$ cat config.mk
export PLATFORM = sky130hd
export DESIGN_NAME = rca_multiword_sequencer
export DESIGN_NICKNAME = d
export VERILOG_FILES = /design/src/rtl/rca_seq_pkg.sv /design/src/rtl/ripple_carry_adder.sv /design/src/rtl/rca_multiword_sequencer.sv
export SDC_FILE = /design/constraint.sdc
export NUM_CORES = 1
export LEC_CHECK = 0
export CORE_UTILIZATION = 49
export CTS_BUF_LIST = sky130_fd_sc_hd__clkbuf_8
export DETAILED_ROUTE_END_ITERATION = 10
export PLACE_DENSITY = 0.75
export SLEW_MARGIN = 5
export SYNTH_ARGS = -nofsm -noshare
export SYNTH_HDL_FRONTEND = slang
export SYNTH_SLANG_ARGS = --single-unit
$ cat constraint.sdc
create_clock -name i_Clk -period 2.95 [get_ports i_Clk]
set_input_delay 0.885 -clock i_Clk [delete_from_list [all_inputs] [get_ports i_Clk]]
set_output_delay 0.885 -clock i_Clk [all_outputs]
set_load 0.01 [all_outputs]
$ cat src/rtl/rca_seq_pkg.sv
// Shared definitions for the multi-word ripple-carry sequencer: state encoding
// and the slice-counter width helper.
package rca_seq_pkg;

  typedef enum logic [1:0] {
    IDLE = 2'd0,
    RUN  = 2'd1,
    DONE = 2'd2
  } state_t;

  // A single-slice build still needs a 1-bit counter.
  function automatic int cnt_width(input int words);
    return (words <= 2) ? 1 : $clog2(words);
  endfunction

endpackage

$ cat src/rtl/ripple_carry_adder.sv
// N-bit ripple-carry adder; the shared slice datapath of the sequencer.
module ripple_carry_adder #(
  parameter int N = 4
) (
  input  logic [N-1:0] i_A,
  input  logic [N-1:0] i_B,
  input  logic         i_Cin,
  output logic [N-1:0] o_Sum,
  output logic         o_Cout
);

  // Kept as separate bits so the chain is a plain bit-to-bit ripple.
  logic carry [N+1];

  assign carry[0] = i_Cin;

  generate
    for (genvar gi = 0; gi < N; gi++) begin : g_bit
      assign o_Sum[gi]     = i_A[gi] ^ i_B[gi] ^ carry[gi];
      assign carry[gi + 1] = (i_A[gi] & i_B[gi]) | (carry[gi] & (i_A[gi] ^ i_B[gi]));
    end
  endgenerate

  assign o_Cout = carry[N];

endmodule

$ cat src/rtl/rca_multiword_sequencer.sv
// Multi-precision add/subtract controller: runs one N-bit ripple-carry adder
// over WORDS slices, LSB first, with the carry registered between slices.
module rca_multiword_sequencer
  import rca_seq_pkg::*;
#(
  parameter int N     = 4,
  parameter int WORDS = 4
) (
  input  logic               i_Clk,
  input  logic               i_Rst_n,
  input  logic               i_Start,
  input  logic               i_Sub,
  input  logic [N*WORDS-1:0] i_A,
  input  logic [N*WORDS-1:0] i_B,
  input  logic               i_Cin,
  output logic               o_Ready,
  output logic               o_Busy,
  output logic               o_Done,
  output logic [N*WORDS-1:0] o_Sum,
  output logic               o_Cout,
  output logic               o_Ovf
);

  localparam int W  = N * WORDS;
  localparam int CW = cnt_width(WORDS);
  localparam logic [CW-1:0] LAST_IDX = CW'(WORDS - 1);

  state_t          state_reg, state_next;
  logic [CW-1:0]   idx_reg, idx_next;
  logic            carry_reg, carry_next;
  logic [W-1:0]    a_reg, a_next;
  logic [W-1:0]    b_reg, b_next;
  logic [N-1:0]    acc_reg [WORDS];
  logic [N-1:0]    acc_next [WORDS];
  logic [W-1:0]    sum_reg, sum_next;
  logic            cout_reg, cout_next;
  logic            ovf_reg, ovf_next;

  logic [N-1:0]    a_slice [WORDS];
  logic [N-1:0]    b_slice [WORDS];
  logic [N-1:0]    slice_sum;
  logic            slice_cout;
  logic [W-1:0]    acc_flat;

  // acc_flat already carries the slice being computed this cycle, so the
  // completion edge can publish the whole word at once.
  generate
    for (genvar gi = 0; gi < WORDS; gi++) begin : g_slice
      assign a_slice[gi]           = a_reg[gi*N +: N];
      assign b_slice[gi]           = b_reg[gi*N +: N];
      assign acc_flat[gi*N +: N]   = (idx_reg == CW'(gi)) ? slice_sum : acc_reg[gi];
    end
  endgenerate

  ripple_carry_adder #(.N(N)) u_adder (
    .i_A    (a_slice[idx_reg]),
    .i_B    (b_slice[idx_reg]),
    .i_Cin  (carry_reg),
    .o_Sum  (slice_sum),
    .o_Cout (slice_cout)
  );

  always_comb begin
    state_next = state_reg;
    idx_next   = idx_reg;
    carry_next = carry_reg;
    a_next     = a_reg;
    b_next     = b_reg;
    acc_next   = acc_reg;
    sum_next   = sum_reg;
    cout_next  = cout_reg;
    ovf_next   = ovf_reg;
    case (state_reg)
      IDLE: begin
        if (i_Start) begin
          state_next = RUN;
          idx_next   = '0;
          a_next     = i_A;
          b_next     = i_Sub ? ~i_B : i_B;
          carry_next = i_Sub ? 1'b1 : i_Cin;
        end
      end
      RUN: begin
        acc_next[idx_reg] = slice_sum;
        carry_next        = slice_cout;
        if (idx_reg == LAST_IDX) begin
          state_next = DONE;
          sum_next   = acc_flat;
          cout_next  = slice_cout;
          ovf_next   = (a_reg[W-1] == b_reg[W-1]) && (acc_flat[W-1] != a_reg[W-1]);
        end else begin
          idx_next = idx_reg + CW'(1);
        end
      end
      DONE:    state_next = IDLE;
      default: state_next = IDLE;
    endcase
  end

  always_ff @(posedge i_Clk or negedge i_Rst_n) begin
    if (!i_Rst_n) begin
      state_reg <= IDLE;
      idx_reg   <= '0;
      carry_reg <= 1'b0;
      a_reg     <= '0;
      b_reg     <= '0;
      for (int i = 0; i < WORDS; i++) acc_reg[i] <= '0;
      sum_reg   <= '0;
      cout_reg  <= 1'b0;
      ovf_reg   <= 1'b0;
    end else begin
      state_reg <= state_next;
      idx_reg   <= idx_next;
      carry_reg <= carry_next;
      a_reg     <= a_next;
      b_reg     <= b_next;
      acc_reg   <= acc_next;
      sum_reg   <= sum_next;
      cout_reg  <= cout_next;
      ovf_reg   <= ovf_next;
    end
  end

  assign o_Ready = (state_reg == IDLE);
  assign o_Busy  = (state_reg == RUN);
  assign o_Done  = (state_reg == DONE);
  assign o_Sum   = sum_reg;
  assign o_Cout  = cout_reg;
  assign o_Ovf   = ovf_reg;

endmodule

==> results of run 1 <==
[kinds of logic after synthesis]
kind of cell	Yosys count	share of synthesized area (%)
xor+xnor	16	4.49
flops	67	53.8
compound gates	45	7.50
simple gates	56	8.27
buf+inv	30	4.41
fa+ha+maj	8	4.17
mux	41	17.4
[synthesized netlist by cell type, types with 6 or more instances]
cell type / instances
inv_1: 12
buf_2: 8
xnor2_1: 16
dfrtp_1: 67
mux2i_1: 8
mux2_1: 7
nor2_1: 18
mux2_2: 18
mux4_2: 8
clkbuf_1: 6
nand2_1: 26
o21ai_0: 26
a21oi_1: 17
[worst min-delay path by stage]
stage,startpoint,end
after floorplan,acc_reg[13],acc_reg[13]
after global placement,acc_reg[5],acc_reg[5]
after detailed placement,acc_reg[5],acc_reg[5]
after CTS,acc_reg[7],acc_reg[7]
after global routing,acc_reg[5],acc_reg[5]
final,o_Sum[5],o_Sum[5]
[power by group through the flow]
stage / registers, mW / logic [mW] / clock network, mW
after floorplan: 1.61 / 1.73 / 0
after CTS: 1.64 / 2.70 / 0.734
after detailed placement: 1.66 / 2.65 / 0
after global placement: 1.63 / 2.56 / 0
after global routing: 1.69 / 3.04 / 0.774
final: 1.63 / 2.74 / 0.718
[timing repair]
item	in CTS	in global routing
gates cloned	0	0
resized for setup	3	9
endpoints found under the setup margin	5	5
pin swaps	3	4
buffers inserted	1	0
endpoints found under the hold margin	0	0
[metal layers]
layer	share of wire (%)	GRT usage, %
met5	0	0
met1	43	25.2
met4	2.3	9.82
met2	50	33.3
met3	4.6	4.11
[cell type report]
type                            instances  area, um^2
Fill cell                             472        2030
Sequential cell                        67        1680
Multi-Input combinational cell        166        1320
Timing Repair Buffer                   70         667
Clock buffer                           13         179
Tap cell                               75        93.8
Inverter                               12        45.0
Clock inverter                          3        12.5
[stage by stage]
| step | cell area, um^2 | setup WS, ns |
|---|---|---|
| 6_report | 3990 | -0.00183 |
| 3_5_place_dp | 3790 | -0.122 |
| 5_1_grt | 3990 | -0.0879 |
| 3_3_place_gp | 3790 | 0.0147 |
| 2_1_floorplan | 3130 | -0.118 |
| 4_1_cts | 3990 | -0.0361 |
[worst reg2reg max path: stages, from the launching register on]
cell and delay (ns):
dfrtp_1 0.41, mux4_2 0.54, fa_2 0.37, inv_2 0.06, fa_1 0.15, inv_1 0.05
fa_2 0.33, inv_2 0.06, fa_2 0.45, or3_1 0.32, a31oi_1 0.15
==> results.md, run 1 <==
* Total grt overflow at 0
* Buf/Inv on CP at 3
* CP max stage delay at 0.54 ns
* Syn Std Cell Area at 3120 um^2
* CP max FO at 3
* P&R area growth vs syn at 28.0%
* TNS Setup at -0.00183 ns
* Layout Nets at 371
* Hold Path Cell Cnt at 2
* CTS Buf Count at 9
* Post-synth ARST share at 100%
* RD Place Congestion at 0.793
* Net Count, Synth at 308
* Diodes inserted at 0
* Post-layout min period at 2.95 ns
* Clk pwr share at 14.1%
* Yosys cell types at 25
* IO Pins at 58
* Global-route wire length before repair at 9.74 mm
* Mean Syn Cell Area at 11.9 um^2
* Clk pin slew, worst setup/hold paths at 0.07 ns
* Longest Clk Path Bufs at 2
* Peak supply drop at 0.746 mV
* Status: complete, but fails checks
* P_leak at 1.70 nW
* Sw Share at 38.2%
* Worst slew margin at 69.8%
* Crit path cell chain: mux4_2 -> fa_2 -> inv_2 -> fa_1 -> inv_1 -> fa_2 -> inv_2 -> fa_2 -> or3_1 -> a31oi_1
* Root buffer cell: clkbuf_8
* WL final at 5.86 mm
* Hold-fix buffers, CTS at 0
* Pwr Density at 1280 nW/um^2
* Total power at 5.09 mW
* Wire per inst at 14.4 um
* H-tree Lvls at 3
* Worst Setup Path Type: register to register
* Logic pwr share at 53.9%
* Pre-antenna DRT Iters at 4
* Vias at 2,092
* Slowest CP cell: mux4_2
* Total clock sinks at 67
* Slew @ Worst Pin at 0.453 ns
* Final hold slack at 0.478 ns
* WP depth at 10
* Worst R2R Path Depth at 10
* Most frequent cells in the layout: 67 x dfrtp_1, 56 x clkdlybuf4s50_1, 25 x nand2_1, 21 x o21ai_0
* Max-slew violations at 0
* Starting density of the core at 51.7%
* Max Freq at 339 MHz
* DR vias/cell at 5.15
* Pin count of the biggest net entering global routing at 36
* Most common cell after layout, fill and taps aside: dfrtp_1
* Total Die Area at 6690 um^2
* Final Util at 66.2%
* Startpoint types: register
* Tot GR Track Use at 20.2%
* Int Power at 3.15 mW
* Antenna violations before repair at 0
* RSZ-0062 raised after global routing: yes
* Final worst setup slack at -0.00183 ns
* Cell mode on critical path: fa_2
* R2r startpoint: idx_reg[0]
* Final ANT Viol Nets at 0
* Post-DP HPWL at 4.33 mm
* Post-synth EDFFs at 0
* Gate Count Post-Synth at 263
* Max_cap viols at 0
* Placed insts at 390
* Via count of the first global-routing pass at 2,095
* Clock Skew at 0.00754 ns
* Post-synthesis sequential area ratio at 53.8%
* Sw power at 1.95 mW
* Initial DRC count at 117
* IO buf count at 57
* HP Class: register to register
* Core area at 6030 um^2
* Failing checks: setup timing
* Share of power burned in registers at 32.0%
* Row cnt at 28
* Worst EP arrival at 3.21 ns
* Top post-synthesis cells by area: dfrtp_1 54%, mux2_2 6.5%, mux4_2 5.8%
* Final Hold Fails at 0
* Worst Setup End Kind: register
* CP startpoint: idx_reg[0]
* Layout cells sized above 1 at 19.3%
* Req. time, crit path at 3.21 ns
* Seq cells post-synth at 67
* Layout Cells excl Fill at 406
* Share of the synthesized area in the top cell type at 53.8%
* CP delay by family, top: adder cells
* Top FF cell, synth: dfrtp_1
* Synth area leader: dfrtp_1
* Worst-Skew Late Latency at 0.34 ns
* Final worst-path cycle share at 100%
* DRC viols at 0
* Final setup fails at 1
* Worst reg-to-reg setup slack at -0.002 ns
* Chip height at 81.8 um
* Reg-to-reg endpoint: o_Ovf
* Die W at 81.8 um
* Synth warn at 0
* Setup crit end: o_Ovf
* CTS tree: done
(Power assumes the default switching activity.)
==> inputs of run 2 (changes only) <==
--- a/config.mk
+++ b/config.mk
@@ -9,6 +9,7 @@
 export CTS_BUF_LIST = sky130_fd_sc_hd__clkbuf_8
 export DETAILED_ROUTE_END_ITERATION = 10
 export PLACE_DENSITY = 0.75
+export SKIP_LAST_GASP = 1
 export SLEW_MARGIN = 5
 export SYNTH_ARGS = -nofsm -noshare
 export SYNTH_HDL_FRONTEND = slang
==> results.md, run 2 (same netlist as run 1, synthesis figures left out) <==
* Via count of the first global-routing pass at 2,095
* Failing checks: setup timing
* Share of power burned in registers at 32.2%
* Final Util at 66.1%
* Worst slew margin at 69.7%
* Logic pwr share at 53.7%
* Total grt overflow at 0
* Post-DP HPWL at 4.33 mm
* CTS Buf Count at 9
* Worst-Skew Late Latency at 0.34 ns
* Hold-fix buffers, CTS at 0
* Worst EP arrival at 3.21 ns
* Max Freq at 339 MHz
* CP max FO at 3
* Post-layout min period at 2.95 ns
* IO Pins at 58
* CTS tree: done
* DRC viols at 0
* R2r startpoint: idx_reg[0]
* Startpoint types: register
* Die W at 81.8 um
* Chip height at 81.8 um
* Max-slew violations at 0
* Peak supply drop at 0.746 mV
* Clk pwr share at 14.2%
* P&R area growth vs syn at 27.8%
* Pin count of the biggest net entering global routing at 36
* Wire per inst at 14.4 um
* Final worst setup slack at -0.00190 ns
* Row cnt at 28
* Vias at 2,088
* Total Die Area at 6690 um^2
* Worst Setup Path Type: register to register
* WL final at 5.86 mm
* Most common cell after layout, fill and taps aside: dfrtp_1
* Total clock sinks at 67
* Max_cap viols at 0
* RSZ-0062 raised after global routing: yes
* Sw power at 1.93 mW
* Slew @ Worst Pin at 0.454 ns
* Antenna violations before repair at 0
* Core area at 6030 um^2
* Final ANT Viol Nets at 0
* H-tree Lvls at 3
* Clock Skew at 0.00748 ns
* Pre-antenna DRT Iters at 4
* Crit path cell chain: mux4_2 -> fa_2 -> inv_2 -> fa_1 -> inv_1 -> fa_2 -> inv_2 -> fa_2 -> or3_1 -> a31oi_1
* Final Hold Fails at 0
* Root buffer cell: clkbuf_8
* Placed insts at 390
* Worst Setup End Kind: register
* Int Power at 3.14 mW
* Final instance area at 3990 um^2
* Area after DPL at 3790 um^2
* IO buf count at 57
* Diodes inserted at 0
* Status: complete, but fails checks
* P_leak at 1.70 nW
* Global-route wire length before repair at 9.74 mm
* Sw Share at 38.1%
* Final setup fails at 1
* RD Place Congestion at 0.793
* CP startpoint: idx_reg[0]
* Layout Cells excl Fill at 406
* Longest Clk Path Bufs at 2
* Starting density of the core at 51.7%
* Layout Nets at 371
* HP Class: register to register
* Final worst-path cycle share at 100%
* CP max stage delay at 0.54 ns
* Initial DRC count at 134
* Layout cells sized above 1 at 18.7%
* Hold_sp: o_Sum[5]
* Tot GR Track Use at 20.2%
* Req. time, crit path at 3.21 ns
* Pwr Density at 1270 nW/um^2
* Cell mode on critical path: fa_2
* DR vias/cell at 5.14
* Most frequent cells in the layout: 67 x dfrtp_1, 56 x clkdlybuf4s50_1, 26 x nand2_1, 22 x o21ai_0
* Slowest CP cell: mux4_2
* Clk pin slew, worst setup/hold paths at 0.07 ns
==> run 2: cell types whose count changed in the layout (fill, tap and decap cells not counted) <==
cell | before | now
nand2_2 | 1 | 0
nand2_1 | 25 | 26
o21ai_0 | 21 | 22
o21ai_2 | 1 | 0
==> run 2: worst paths after layout <==
path,cells after the start,slack [ns],to
worst max-delay path,10,-0.002,o_Ovf
worst min-delay path,2,0.48,o_Sum[5]
worst max register to register,10,-0.002,o_Ovf
worst min register to register,2,0.48,o_Sum[5]
max in group asynchronous,2,2.02,idx_reg[0]
min in group asynchronous,2,0.58,o_Sum[4]
==> run 2: worst max-delay path, delay by kind of cell (launching register included) <==
family          cells  cell delay, ns
fa+ha+maj           4            1.29
mux                 1            0.54
flops               1            0.41
simple gates        1            0.32
buf+inv             3            0.17
compound gates      1            0.15
==> run 2: what timing repair did <==
action / 4_1_cts / 5_1_grt
pin swaps: 3 / 4
setup buffers: 1 / 0
resized for setup: 2 / 7
setup endpoints to repair: 5 / 5
==> run 2: layer usage <==
metal / part of all wire, % / GRT usage, % / wire length, um
met5: 0 / 0 / 0
met4: 2.3 / 9.82 / 135
met3: 4.6 / 4.11 / 267
met2: 50 / 33.3 / 2910
met1: 43 / 25.2 / 2540
==> run 2: area by class of cell <==
type,instances,area [um^2]
clock inverter,3,12.5
clock buffer,13,179
tap,75,93.8
sequential,67,1680
multi-input combinational,166,1310
timing repair buffer,70,667
fill,474,2040
inverter,12,45.0
==> run 2: per-stage QoR <==
| stage | power [mW] | setup WS, ns | setup TNS [ns] | hold WS (ns) |
|---|---|---|---|---|
| after CTS | 5.06 | -0.0413 | -0.0413 | 0.484 |
| final | 5.07 | -0.00190 | -0.00190 | 0.478 |
| after global routing | 5.48 | -0.0879 | -0.206 | 0.496 |
| after floorplan | 3.35 | -0.118 | -0.118 | 0.445 |
| after global placement | 4.19 | 0.0147 | 0 | 0.456 |
| after detailed placement | 4.31 | -0.122 | -0.421 | 0.469 |
==> run 2: power groups by stage <==
| stage | combinational (mW) | clock (mW) | sequential, mW |
|---|---|---|---|
| after floorplan | 1.73 | 0 | 1.61 |
| after global placement | 2.56 | 0 | 1.63 |
| after detailed placement | 2.65 | 0 | 1.66 |
| after CTS | 2.69 | 0.734 | 1.64 |
| after global routing | 3.02 | 0.774 | 1.69 |
| final | 2.72 | 0.718 | 1.63 |
==> inputs of run 3 (changes only) <==
--- a/config.mk
+++ b/config.mk
@@ -5,10 +5,10 @@
 export SDC_FILE = /design/constraint.sdc
 export NUM_CORES = 1
 export LEC_CHECK = 0
-export CORE_UTILIZATION = 49
+export CORE_UTILIZATION = 58
 export CTS_BUF_LIST = sky130_fd_sc_hd__clkbuf_8
 export DETAILED_ROUTE_END_ITERATION = 10
-export PLACE_DENSITY = 0.75
+export PLACE_DENSITY = 0.83
 export SKIP_LAST_GASP = 1
 export SLEW_MARGIN = 5
 export SYNTH_ARGS = -nofsm -noshare
==> constraint.sdc (replaced) <==
create_clock -name i_Clk -period 3.52 [get_ports i_Clk]
set_input_delay 1.056 -clock i_Clk [delete_from_list [all_inputs] [get_ports i_Clk]]
set_output_delay 1.056 -clock i_Clk [all_outputs]
set_load 0.01 [all_outputs]
==> results.md, run 3 (same netlist as run 1, synthesis figures left out) <==
* WL final at 5.55 mm
* Pin count of the biggest net entering global routing at 52
* Register area at 1680 um^2
* DRC viols at 0
* IO buf count at 57
* Req. time, crit path at 3.78 ns
* Max-slew violations at 0
* Slew @ Worst Pin at 0.761 ns
* Placed insts at 379
* Multi-input logic area at 1300 um^2
* Crit path cell chain: mux4_2 -> fa_1 -> inv_1 -> fa_1 -> inv_1 -> fa_1 -> inv_1 -> fa_1 -> or3_1 -> a31oi_1
* Post-layout min period at 3.18 ns
* Wire per inst at 14.1 um
* Worst slew margin at 49.3%
* Max Freq at 314 MHz
* Clock Skew at 0.00632 ns
* Layout cells sized above 1 at 15.1%
* Worst EP arrival at 3.44 ns
* CP delay by family, top: adder cells
* CTS tree: done
* Most common cell after layout, fill and taps aside: dfrtp_1
* Reg-to-reg endpoint: o_Ovf
* Pre-antenna DRT Iters at 4
* Layout Nets at 365
* Final setup fails at 0
* Final Hold Fails at 0
* Longest Clk Path Bufs at 2
* Final worst setup slack at 0.336 ns
* IO Pins at 58
* H-tree Lvls at 3
* Fill cell count at 363
* Slowest CP cell: mux4_2
* HP Class: register to register
* P&R area growth vs syn at 25.6%
* Total Die Area at 5670 um^2
* Clk pin slew, worst setup/hold paths at 0.07 ns
* DR vias/cell at 5.14
* Tot GR Track Use at 22.5%
* R2r startpoint: idx_reg[0]
* Diodes inserted at 0
* Post-DP HPWL at 4.14 mm
* Chip height at 75.3 um
* Peak supply drop at 0.527 mV
* Area after DPL at 3740 um^2
* Row cnt at 26
* Via count of the first global-routing pass at 1,967
* Final instance area at 3920 um^2
* WP depth at 10
* Total power at 3.99 mW
* Most frequent cells in the layout: 67 x dfrtp_1, 56 x clkdlybuf4s50_1, 26 x nand2_1, 26 x o21ai_0
* Worst-Skew Late Latency at 0.34 ns
* Core area at 5140 um^2
* CTS-repair resized insts at 0
* Max_cap viols at 0
* CP max stage delay at 0.54 ns
* Die W at 75.3 um
* Worst reg-to-reg setup slack at 0.34 ns
* Layout Cells excl Fill at 395
* Initial DRC count at 69
* Final hold slack at 0.476 ns
* Total grt overflow at 0
* Setup crit end: o_Ovf
* Worst slack at placement at 0.334 ns
* Worst Setup End Kind: register
* Worst R2R Path Depth at 10
* Worst Setup Path Type: register to register
* P_leak at 1.68 nW
* Vias at 2,031
* CP max FO at 8
* CP startpoint: idx_reg[0]
* Status: finished clean
* RSZ-0062 raised after global routing: no
* CTS Buf Count at 9
* TNS Setup at 0 ns
* Root buffer cell: clkbuf_8
* Buf/Inv on CP at 3
* Final ANT Viol Nets at 0
* Total clock sinks at 67
* Starting density of the core at 60.7%
* Global-route wire length before repair at 9.03 mm
* Antenna violations before repair at 0
* Hold-fix buffers, CTS at 0
* Final worst-path cycle share at 90.5%
* RD Place Congestion at 0.770
* Cell mode on critical path: fa_1
* Pwr Density at 1020 nW/um^2
* Post-CTS Setup Inserts at 0
* Final Util at 76.2%
* Startpoint types: register
==> run 3: cell types whose count changed in the layout (fill, tap and decap cells not counted), sizes merged <==
cell,previous run,this run
clkinv,1,2
buf,14,8
inv,14,15
clkbuf,13,11
==> run 3: cell type report <==
type | count | share of cell area [%]
flip-flops and latches | 67 | 42.8
multi-input cells | 166 | 33.3
repair buffers | 64 | 16.1
clock buffers | 11 | 3.87
well taps | 70 | 2.24
inverters | 12 | 1.15
clock inverters | 5 | 0.543
==> run 3: tightest hold or removal path, cell delays in order, from the launching register on <==
cell and delay (ns):
dfrtp_1 0.34, nand2_1 0.05, o21ai_0 0.06
==> run 3: worst min-delay path by stage <==
stage,from,end,cells after the start
after floorplan,acc_reg[13],acc_reg[13],2
after global placement,acc_reg[9],acc_reg[9],2
after detailed placement,acc_reg[9],acc_reg[9],2
after CTS,acc_reg[13],acc_reg[13],2
after global routing,o_Sum[7],o_Sum[7],2
final,o_Sum[1],o_Sum[1],2
==> run 3: report_power, final <==
part | internal [mW] | switching [mW]
clock network | 0.284 | 0.262
registers | 1.15 | 0.227
logic | 1.02 | 1.05
total | 2.45 | 1.54
==> run 3: layer usage <==
metal / vias up / part of all wire (%) / GRT usage [%]
li1: 1006 / - / -
met1: 966 / 44 / 27.9
met2: 47 / 51 / 38.5
met3: 12 / 3.1 / 4.37
met4: 0 / 1.9 / 10.5
met5: - / 0 / 0
